## src/rtl/cpu_defs_pkg.sv

```systemverilog
// Shared CPU definitions: instruction-queue entry layout and pointer-width helper.
package cpu_defs_pkg;
    localparam int IQ_PC_W = 32;

    typedef struct packed {
        logic [IQ_PC_W-1:0] pc;
        logic [IQ_PC_W-1:0] instr;
        logic               ds;
    } iq_entry_t;

    localparam iq_entry_t NOP_ENTRY = '0;

    function automatic int IQ_PTR_W(input int depth);
        return (depth > 1) ? $clog2(depth) : 1;
    endfunction
endpackage

```

## src/rtl/iq_storage.sv

```systemverilog
// Un-reset entry array for the fetch/decode queue: two write ports, head/head+1
// read ports for decode, and one extra read port for the delay-slot candidate.
module iq_storage
    import cpu_defs_pkg::*;
#(
    parameter int DEPTH = 8,
    localparam int PW   = IQ_PTR_W(DEPTH)
) (
    input  logic          clk,
    input  logic          i_we0,
    input  logic [PW-1:0] i_waddr0,
    input  iq_entry_t     i_wdata0,
    input  logic          i_we1,
    input  logic [PW-1:0] i_waddr1,
    input  iq_entry_t     i_wdata1,
    input  logic [PW-1:0] i_raddr0,
    input  logic [PW-1:0] i_raddr1,
    input  logic [PW-1:0] i_raddr_c,
    output iq_entry_t     o_rdata0,
    output iq_entry_t     o_rdata1,
    output iq_entry_t     o_rdata_c
);
    iq_entry_t r_mem [DEPTH];

    always_ff @(posedge clk) begin
        if (i_we0) r_mem[i_waddr0] <= i_wdata0;
        if (i_we1) r_mem[i_waddr1] <= i_wdata1;
    end

    assign o_rdata0  = r_mem[i_raddr0];
    assign o_rdata1  = r_mem[i_raddr1];
    assign o_rdata_c = r_mem[i_raddr_c];
endmodule

```

## src/rtl/fetch_decode_queue.sv

```systemverilog
// Circular instruction queue between fetch and a dual-issue decoder, with full
// flush and delay-slot-preserving flush. PC_W must match the package entry width.
module fetch_decode_queue
    import cpu_defs_pkg::*;
#(
    parameter int DEPTH = 8,
    parameter int PC_W  = IQ_PC_W
) (
    input  logic                   clk,
    input  logic                   rst,
    input  logic                   flush,
    input  logic                   flush_keep_ds,
    input  logic [1:0]             in_num,
    input  logic [PC_W-1:0]        in_pc0,
    input  logic [PC_W-1:0]        in_pc1,
    input  logic [PC_W-1:0]        in_instr0,
    input  logic [PC_W-1:0]        in_instr1,
    input  logic                   in_ds0,
    input  logic                   in_ds1,
    output logic                   in_ready,
    output logic [1:0]             out_valid,
    output logic [PC_W-1:0]        out_pc0,
    output logic [PC_W-1:0]        out_pc1,
    output logic [PC_W-1:0]        out_pcplus4_0,
    output logic [PC_W-1:0]        out_pcplus4_1,
    output logic [PC_W-1:0]        out_instr0,
    output logic [PC_W-1:0]        out_instr1,
    output logic                   out_ds0,
    output logic                   out_ds1,
    input  logic [1:0]             pop_num,
    output logic [$clog2(DEPTH):0] count
);
    localparam int PW = IQ_PTR_W(DEPTH);
    localparam int CW = PW + 1;

    logic [PW-1:0] r_head, r_tail;
    logic [CW-1:0] r_count;

    logic          w_in_ready;
    logic [1:0]    w_push_n, w_pop_req, w_pop_n;
    logic [PW-1:0] w_cand_addr;
    logic          w_cand_exists, w_keep_old, w_keep_new;
    iq_entry_t     w_in0, w_in1, w_rd0, w_rd1, w_rd_c;
    logic          w_we0, w_we1;
    logic [PW-1:0] w_waddr0, w_waddr1;
    iq_entry_t     w_wdata0, w_wdata1;

    // Registered count only: a same-cycle pop never opens room for a push.
    assign w_in_ready = (r_count <= CW'(DEPTH - 2));
    assign w_push_n   = !w_in_ready ? 2'd0 : ((in_num == 2'd3) ? 2'd2 : in_num);
    assign w_pop_req  = (pop_num == 2'd3) ? 2'd2 : pop_num;
    assign w_pop_n    = (CW'(w_pop_req) > r_count) ? r_count[1:0] : w_pop_req;

    assign w_cand_addr   = r_head + PW'(w_pop_n);
    assign w_cand_exists = (r_count > CW'(w_pop_n));
    assign w_keep_old    = flush && flush_keep_ds && w_cand_exists;
    assign w_keep_new    = flush && flush_keep_ds && !w_cand_exists && (w_push_n != 2'd0);

    assign w_in0 = '{pc: in_pc0, instr: in_instr0, ds: in_ds0};
    assign w_in1 = '{pc: in_pc1, instr: in_instr1, ds: in_ds1};

    always_comb begin
        w_we0    = 1'b0;
        w_we1    = 1'b0;
        w_waddr0 = r_tail;
        w_waddr1 = r_tail + PW'(1);
        w_wdata0 = w_in0;
        w_wdata1 = w_in1;
        if (rst) begin
            w_we0 = 1'b0;
        end else if (flush) begin
            // Surviving delay slot is relocated to index 0 and marked as such.
            if (w_keep_old || w_keep_new) begin
                w_we0       = 1'b1;
                w_waddr0    = '0;
                w_wdata0    = w_keep_old ? w_rd_c : w_in0;
                w_wdata0.ds = 1'b1;
            end
        end else begin
            w_we0 = (w_push_n != 2'd0);
            w_we1 = (w_push_n == 2'd2);
        end
    end

    always_ff @(posedge clk) begin
        if (rst) begin
            r_head  <= '0;
            r_tail  <= '0;
            r_count <= '0;
        end else if (flush) begin
            r_head <= '0;
            if (w_keep_old || w_keep_new) begin
                r_tail  <= PW'(1);
                r_count <= CW'(1);
            end else begin
                r_tail  <= '0;
                r_count <= '0;
            end
        end else begin
            r_head  <= r_head + PW'(w_pop_n);
            r_tail  <= r_tail + PW'(w_push_n);
            r_count <= r_count - CW'(w_pop_n) + CW'(w_push_n);
        end
    end

    iq_storage #(.DEPTH(DEPTH)) u_storage (
        .clk       (clk),
        .i_we0     (w_we0),
        .i_waddr0  (w_waddr0),
        .i_wdata0  (w_wdata0),
        .i_we1     (w_we1),
        .i_waddr1  (w_waddr1),
        .i_wdata1  (w_wdata1),
        .i_raddr0  (r_head),
        .i_raddr1  (r_head + PW'(1)),
        .i_raddr_c (w_cand_addr),
        .o_rdata0  (w_rd0),
        .o_rdata1  (w_rd1),
        .o_rdata_c (w_rd_c)
    );

    assign in_ready     = w_in_ready;
    assign count        = r_count;
    assign out_valid[0] = (r_count >= CW'(1));
    assign out_valid[1] = (r_count >= CW'(2));

    // Invalid slots present a NOP at PC 0, including the pc+4 field.
    assign out_pc0       = out_valid[0] ? w_rd0.pc           : '0;
    assign out_instr0    = out_valid[0] ? w_rd0.instr        : '0;
    assign out_ds0       = out_valid[0] ? w_rd0.ds           : 1'b0;
    assign out_pcplus4_0 = out_valid[0] ? w_rd0.pc + PC_W'(4) : '0;
    assign out_pc1       = out_valid[1] ? w_rd1.pc           : '0;
    assign out_instr1    = out_valid[1] ? w_rd1.instr        : '0;
    assign out_ds1       = out_valid[1] ? w_rd1.ds           : 1'b0;
    assign out_pcplus4_1 = out_valid[1] ? w_rd1.pc + PC_W'(4) : '0;
endmodule

```

## config.mk

```make
export PLATFORM = sky130hd
export DESIGN_NAME = fetch_decode_queue
export DESIGN_NICKNAME = d
export VERILOG_FILES = /design/src/rtl/cpu_defs_pkg.sv /design/src/rtl/iq_storage.sv /design/src/rtl/fetch_decode_queue.sv
export SDC_FILE = /design/constraint.sdc
export NUM_CORES = 2
export LEC_CHECK = 0
export BUFFER_PORTS_ARGS = -buffer_cell sky130_fd_sc_hd__buf_4
export CAP_MARGIN = 25
export CORE_AREA = 2 2 230 322
export CTS_CLUSTER_SIZE = 14
export DETAILED_ROUTE_END_ITERATION = 10
export DIE_AREA = 0 0 232 324
export PLACE_DENSITY = 0.75
export SKIP_CTS_REPAIR_TIMING = 1
export SLEW_MARGIN = 5
export SYNTH_ARGS = -nofsm -noshare
export SYNTH_HDL_FRONTEND = slang
export SYNTH_SLANG_ARGS = --single-unit
```

## constraint.sdc

```tcl
create_clock -name clk -period 9.8 [get_ports clk]
set_input_delay 1.47 -clock clk [delete_from_list [all_inputs] [get_ports clk]]
set_output_delay 1.47 -clock clk [all_outputs]
set_load 0.05 [all_outputs]
```

Yosys cells after proc, flatten, opt, wreduce, memory -nomap -nowiden --
Memories as Yosys holds them, arrays and structs flattened. A register that Yosys moved wholly into a read port is not among the register bits. Index checks and enable logic that the tools add are counted.
Storage, ports and cells: memories kept 1, memory bits (writable) 520, register bits 10, bits of input ports 138
Operators by class: equal/unequal tests 3, add/sub/neg operators 8, $lt $le $gt $ge 5, multiplexer cells 33, reduce and logical (&&, ||, !) cells 8
Memories:
- u_storage.r_mem | words 8, bits a word 65, rd ports 3, clocked after Yosys merged registers in 1, wr ports 2, RTL line iq_storage.sv:23 | iq_entry_t r_mem [DEPTH];
Operators with widths (number):
- two-way mux 65 bit | 4
- two-way mux 32 bit | 6
- adder 32 x 3 -> 32 bit (second input constant) | 2
- two-way mux 3 bit | 5
- two-way mux 1 bit | 13
- two-way mux 2 bit | 4
- adder 3 x 1 -> 3 bit (second input constant) | 2
- adder 3 x 2 -> 3 bit | 2
- == test 2 bit (second input constant) | 3
- adder 4 x 2 -> 4 bit | 1
- >= comparator 4 x 1 -> 1 bit (second input constant) | 1
- >= comparator 4 x 2 -> 1 bit (second input constant) | 1
- > comparator 2 x 4 -> 1 bit | 1
- > comparator 4 x 2 -> 1 bit | 1
- <= comparator 4 x 3 -> 1 bit (second input constant) | 1
- logical AND 1 bit | 4
- two-way mux 4 bit | 1
- subtractor 4 x 2 -> 4 bit | 1
- nonzero test 2 bit | 1
- OR reduction 2 bit | 1
- zero test 1 bit | 1
- logical OR 1 bit | 1

Logic depth before layout (Yosys ltp) --
depth in word-level cells 14, depth in mapped cells 15, depth with buffers taken out 13

Hierarchy --
Synthesis repeated with hierarchy kept, for this count alone.
Unflattened totals: cell total of the unflattened synthesis 2359, area, all modules 37469.7 um2
By module, submodules not included:
- iq_storage | area each 33603.5 um2, instances 1, cells an instance 1811
- fetch_decode_queue | area each 3866.2 um2, instances 1, cells an instance 548

Worst setup path before layout --
OpenSTA, ideal clock, no wires.
path type flip-flop to flip-flop, start register r_count[3] (netlist: count[3]), end memory u_storage.r_mem[0][0] (netlist bit), enable pin, path slack -1.233 ns, library setup time 0.711 ns, stages on the path, launching flop included 8, arrival time 10.322 ns, period minus slack after synthesis 11.033 ns, cells stage by stage dfxtp_1 inv_1 ha_1 nand2_1 mux2i_1 o21ai_0 or3_1 o311ai_0
RTL lines:
- from (decl) | RTL line fetch_decode_queue.sv:37 | logic [CW-1:0] r_count;
- from (signal assigned) | RTL line fetch_decode_queue.sv:102 | r_count <= r_count - CW'(w_pop_n) + CW'(w_push_n);
- to (decl) | RTL line iq_storage.sv:23

Final worst setup path --
start register r_head[0], end output port out_pcplus4_1[31]
Between the ends: cells in the longest elaborated chain, start to end 4
RTL lines:
- from (decl) | RTL line fetch_decode_queue.sv:36 | logic [PW-1:0] r_head, r_tail;
- from (signal assigned) | RTL line fetch_decode_queue.sv:100 | r_head <= r_head + PW'(w_pop_n);
- adder 3 x 1 -> 3 bit | RTL line fetch_decode_queue.sv:115 | .i_raddr1 (r_head + PW'(1)),
- memory read (8 x 65 bit)
- adder 32 x 3 -> 32 bit | RTL line fetch_decode_queue.sv:135 | assign out_pcplus4_1 = out_valid[1] ? w_rd1.pc + PC_W'(4) : '0;
- two-way mux 32 bit | RTL line fetch_decode_queue.sv:135
- to (decl) | RTL line fetch_decode_queue.sv:25 | output logic [PC_W-1:0] out_pcplus4_1,
Every way passes these cells.

==> results.tsv <==
metric	value	unit
synth_edf_count	520	
fin_setup_tns	0	ps
wl_per_cell	31.63	µm
yosys_warnings	0	
finalHoldViolations	0	
synth_area_leaders	edfxtp_1, mux4_2, mux2_2	
hold_class	flip-flop to flip-flop	
grt_max_degree	139	
antenna_found_initial	12	
final_area	42430	µm²
grt_pass1_wl	175500	µm
p_per_area	282.0	nW/µm²
p_leak	14.52	nW
min_period	7545	ps
synth.largest_area_cell	edfxtp_1	
async_flop_share	0	%
finalWirelength	120300	µm
clock-sinks	530	
rsz0062_at_grt	false	
end_kind	output port	
cts_root_buf	clkbuf_16	
setup_viol	0	
tightest_slew	1151	ps
fin_skew	32.80	ps
h-tree-depth	2	
dp_hpwl	73840	µm
ys_types	66	
synth.avg_cell_area	14.47	µm²
vias	26490	
place_congestion	0.8734	
portBuffers	338	
synth_ff_type	edfxtp_1	
drc	0	
dpl-instance-area	40640	µm²
slew_headroom	23.29	%
final_common_cell	mux2_2	
netlist_instances	2580	
num_rows	117	
placed_cells	3698	
arrival	6070	ps
initial_core_util	51.50	%
ys_seq_area_share	42.38	%
avgViaCountPerCell	6.967	
die_h	324	µm
die_w	232	µm
dieArea	75170	µm²
worstSetupStartpointType	flip-flop	
most-common-layout-cells	mux2_2, edfxtp_1, buf_4	
drive_above_1_share	50.21	%
clk_pin_slew_worst_paths	60	ps
area_delta_synth_final	13.68	%
core	72460	µm²
drv_slew	0	
ios	339	
cts_tree	done	
criticalPathCategory	flip-flop to output port	
fmax	0.1325	GHz
yosys_register_bits	530	
grt.total_usage	31.68	%
drtPass1Iterations	5	
critPathMaxFanout	106	
overflow	0	
clk_latency	620	ps
fin_cells	3802	
grt_pass1_vias	27480	
first_iter_violations	2488	
ant_nets	0	
synth_nets	2739	
cts_buffers	54	
period_share	76.99	%
run_status	completed	
nNetsFinal	2962	
yosysTopAreaCellShare	41.84	%
required	8330	ps
maxCapViolCount	0	
netlist_area	37320	µm²
clock_path_buffers	3	
fillCellCount	5656	
irDropWorstVdd	0.2228	mV
-- cell usage after synthesis (8+ instances only) --
master	instances
nand2_1	126
a21oi_1	108
and3_1	9
buf_4	14
nor4_1	12
nor2_1	196
buf_6	10
xnor2_1	16
mux4_2	359
o31ai_1	10
and2_1	22
mux2i_1	199
buf_2	45
nor3_1	26
clkbuf_1	128
edfxtp_1	520
dfxtp_1	10
inv_1	20
ha_1	17
o21ai_0	14
mux2_2	553
nand3_1	19
mux4_1	8
o41ai_1	8
xor2_1	8
buf_1	16
-- registers in the layout (all words and copies together), names as in the netlist --
| signal | flops |
|---|---|
| count | 4 |
| r_head | 3 |
| r_tail | 3 |
| u_storage.r_mem | 520 |
-- worst max-delay path, cell delays in order, from the launching register on --
cell and delay, ps:
dfxtp_4 940, ha_4 700, buf_12 540, mux2i_1 170, mux4_2 630, nor4_4 430, nand4_1 650, nor4_1 530
mux2_1 370, buf_4 200
-- metal layers --
metal  vias up  part of all wire (%)  track usage (%)
met4        12                   4.6            15.93
met5         -                 0.065                0
li1      10870                     -                -
met1     13630                    35            37.94
met3       314                   9.1            5.195
met2      1664                    52            55.28
-- final timing paths --
| check | from | to | slack, ps | depth (start not counted) |
|---|---|---|---|---|
| worst max-delay path | r_head[0] | out_pcplus4_1[31] | 2260 | 9 |
| worst min register to register | r_tail[0] | r_tail[0] | 740 | 3 |
| worst min-delay path | r_tail[0] | r_tail[0] | 740 | 3 |
| worst max register to register | count[1] | u_storage.r_mem[5][33] | 4050 | 15 |
-- power by group --
group          total [mW]  switching (mW)  internal, mW
Sequential           2.95           0.159          2.79
Clock                2.09           0.906          1.19
Combinational        6.92            4.22          2.70
-- cells by family (layout without fill, tap and decap cells) --
group / Yosys count / count (layout) / synth area share (%)
adders and majority gates: 21 / 21 / 0.7845
other: 0 / 6 / 0
xor gates and xnor gates: 25 / 25 / 0.6370
muxes: 1124 / 1124 / 44.40
DFF: 530 / 530 / 42.38
and+or+nand+nor: 466 / 466 / 5.880
buffers and inverters: 241 / 505 / 3.165
AOI/OAI and AO/OA: 173 / 173 / 2.756
-- area by class of cell --
class | instances | area (µm²) | area share (%)
multi-input combinational | 1809 | 20550 | 48.43
sequential | 530 | 15830 | 37.30
tap | 952 | 1191 | 2.808
antenna | 6 | 15.01 | 0.03539
inverter | 22 | 82.58 | 0.1946
clock buffer | 66 | 1418 | 3.341
clock inverter | 31 | 329.1 | 0.7756
timing repair buffer | 386 | 3017 | 7.110
-- through the flow --
stage / hold slack [ps] / util (%) / total power [mW] / setup WS [ps]
final: 741.3 / 58.55 / 11.96 / 2255
after global routing: 780.5 / 58.54 / 12.43 / 1907
after CTS: 741.0 / 58.49 / 11.97 / 2248
after detailed placement: 719.9 / 56.08 / 9.887 / 2917
after global placement: 709.2 / 56.00 / 9.755 / 2960
after floorplan: 632.6 / - / 8.034 / 890.4
Power figures use the tool's default switching activity.
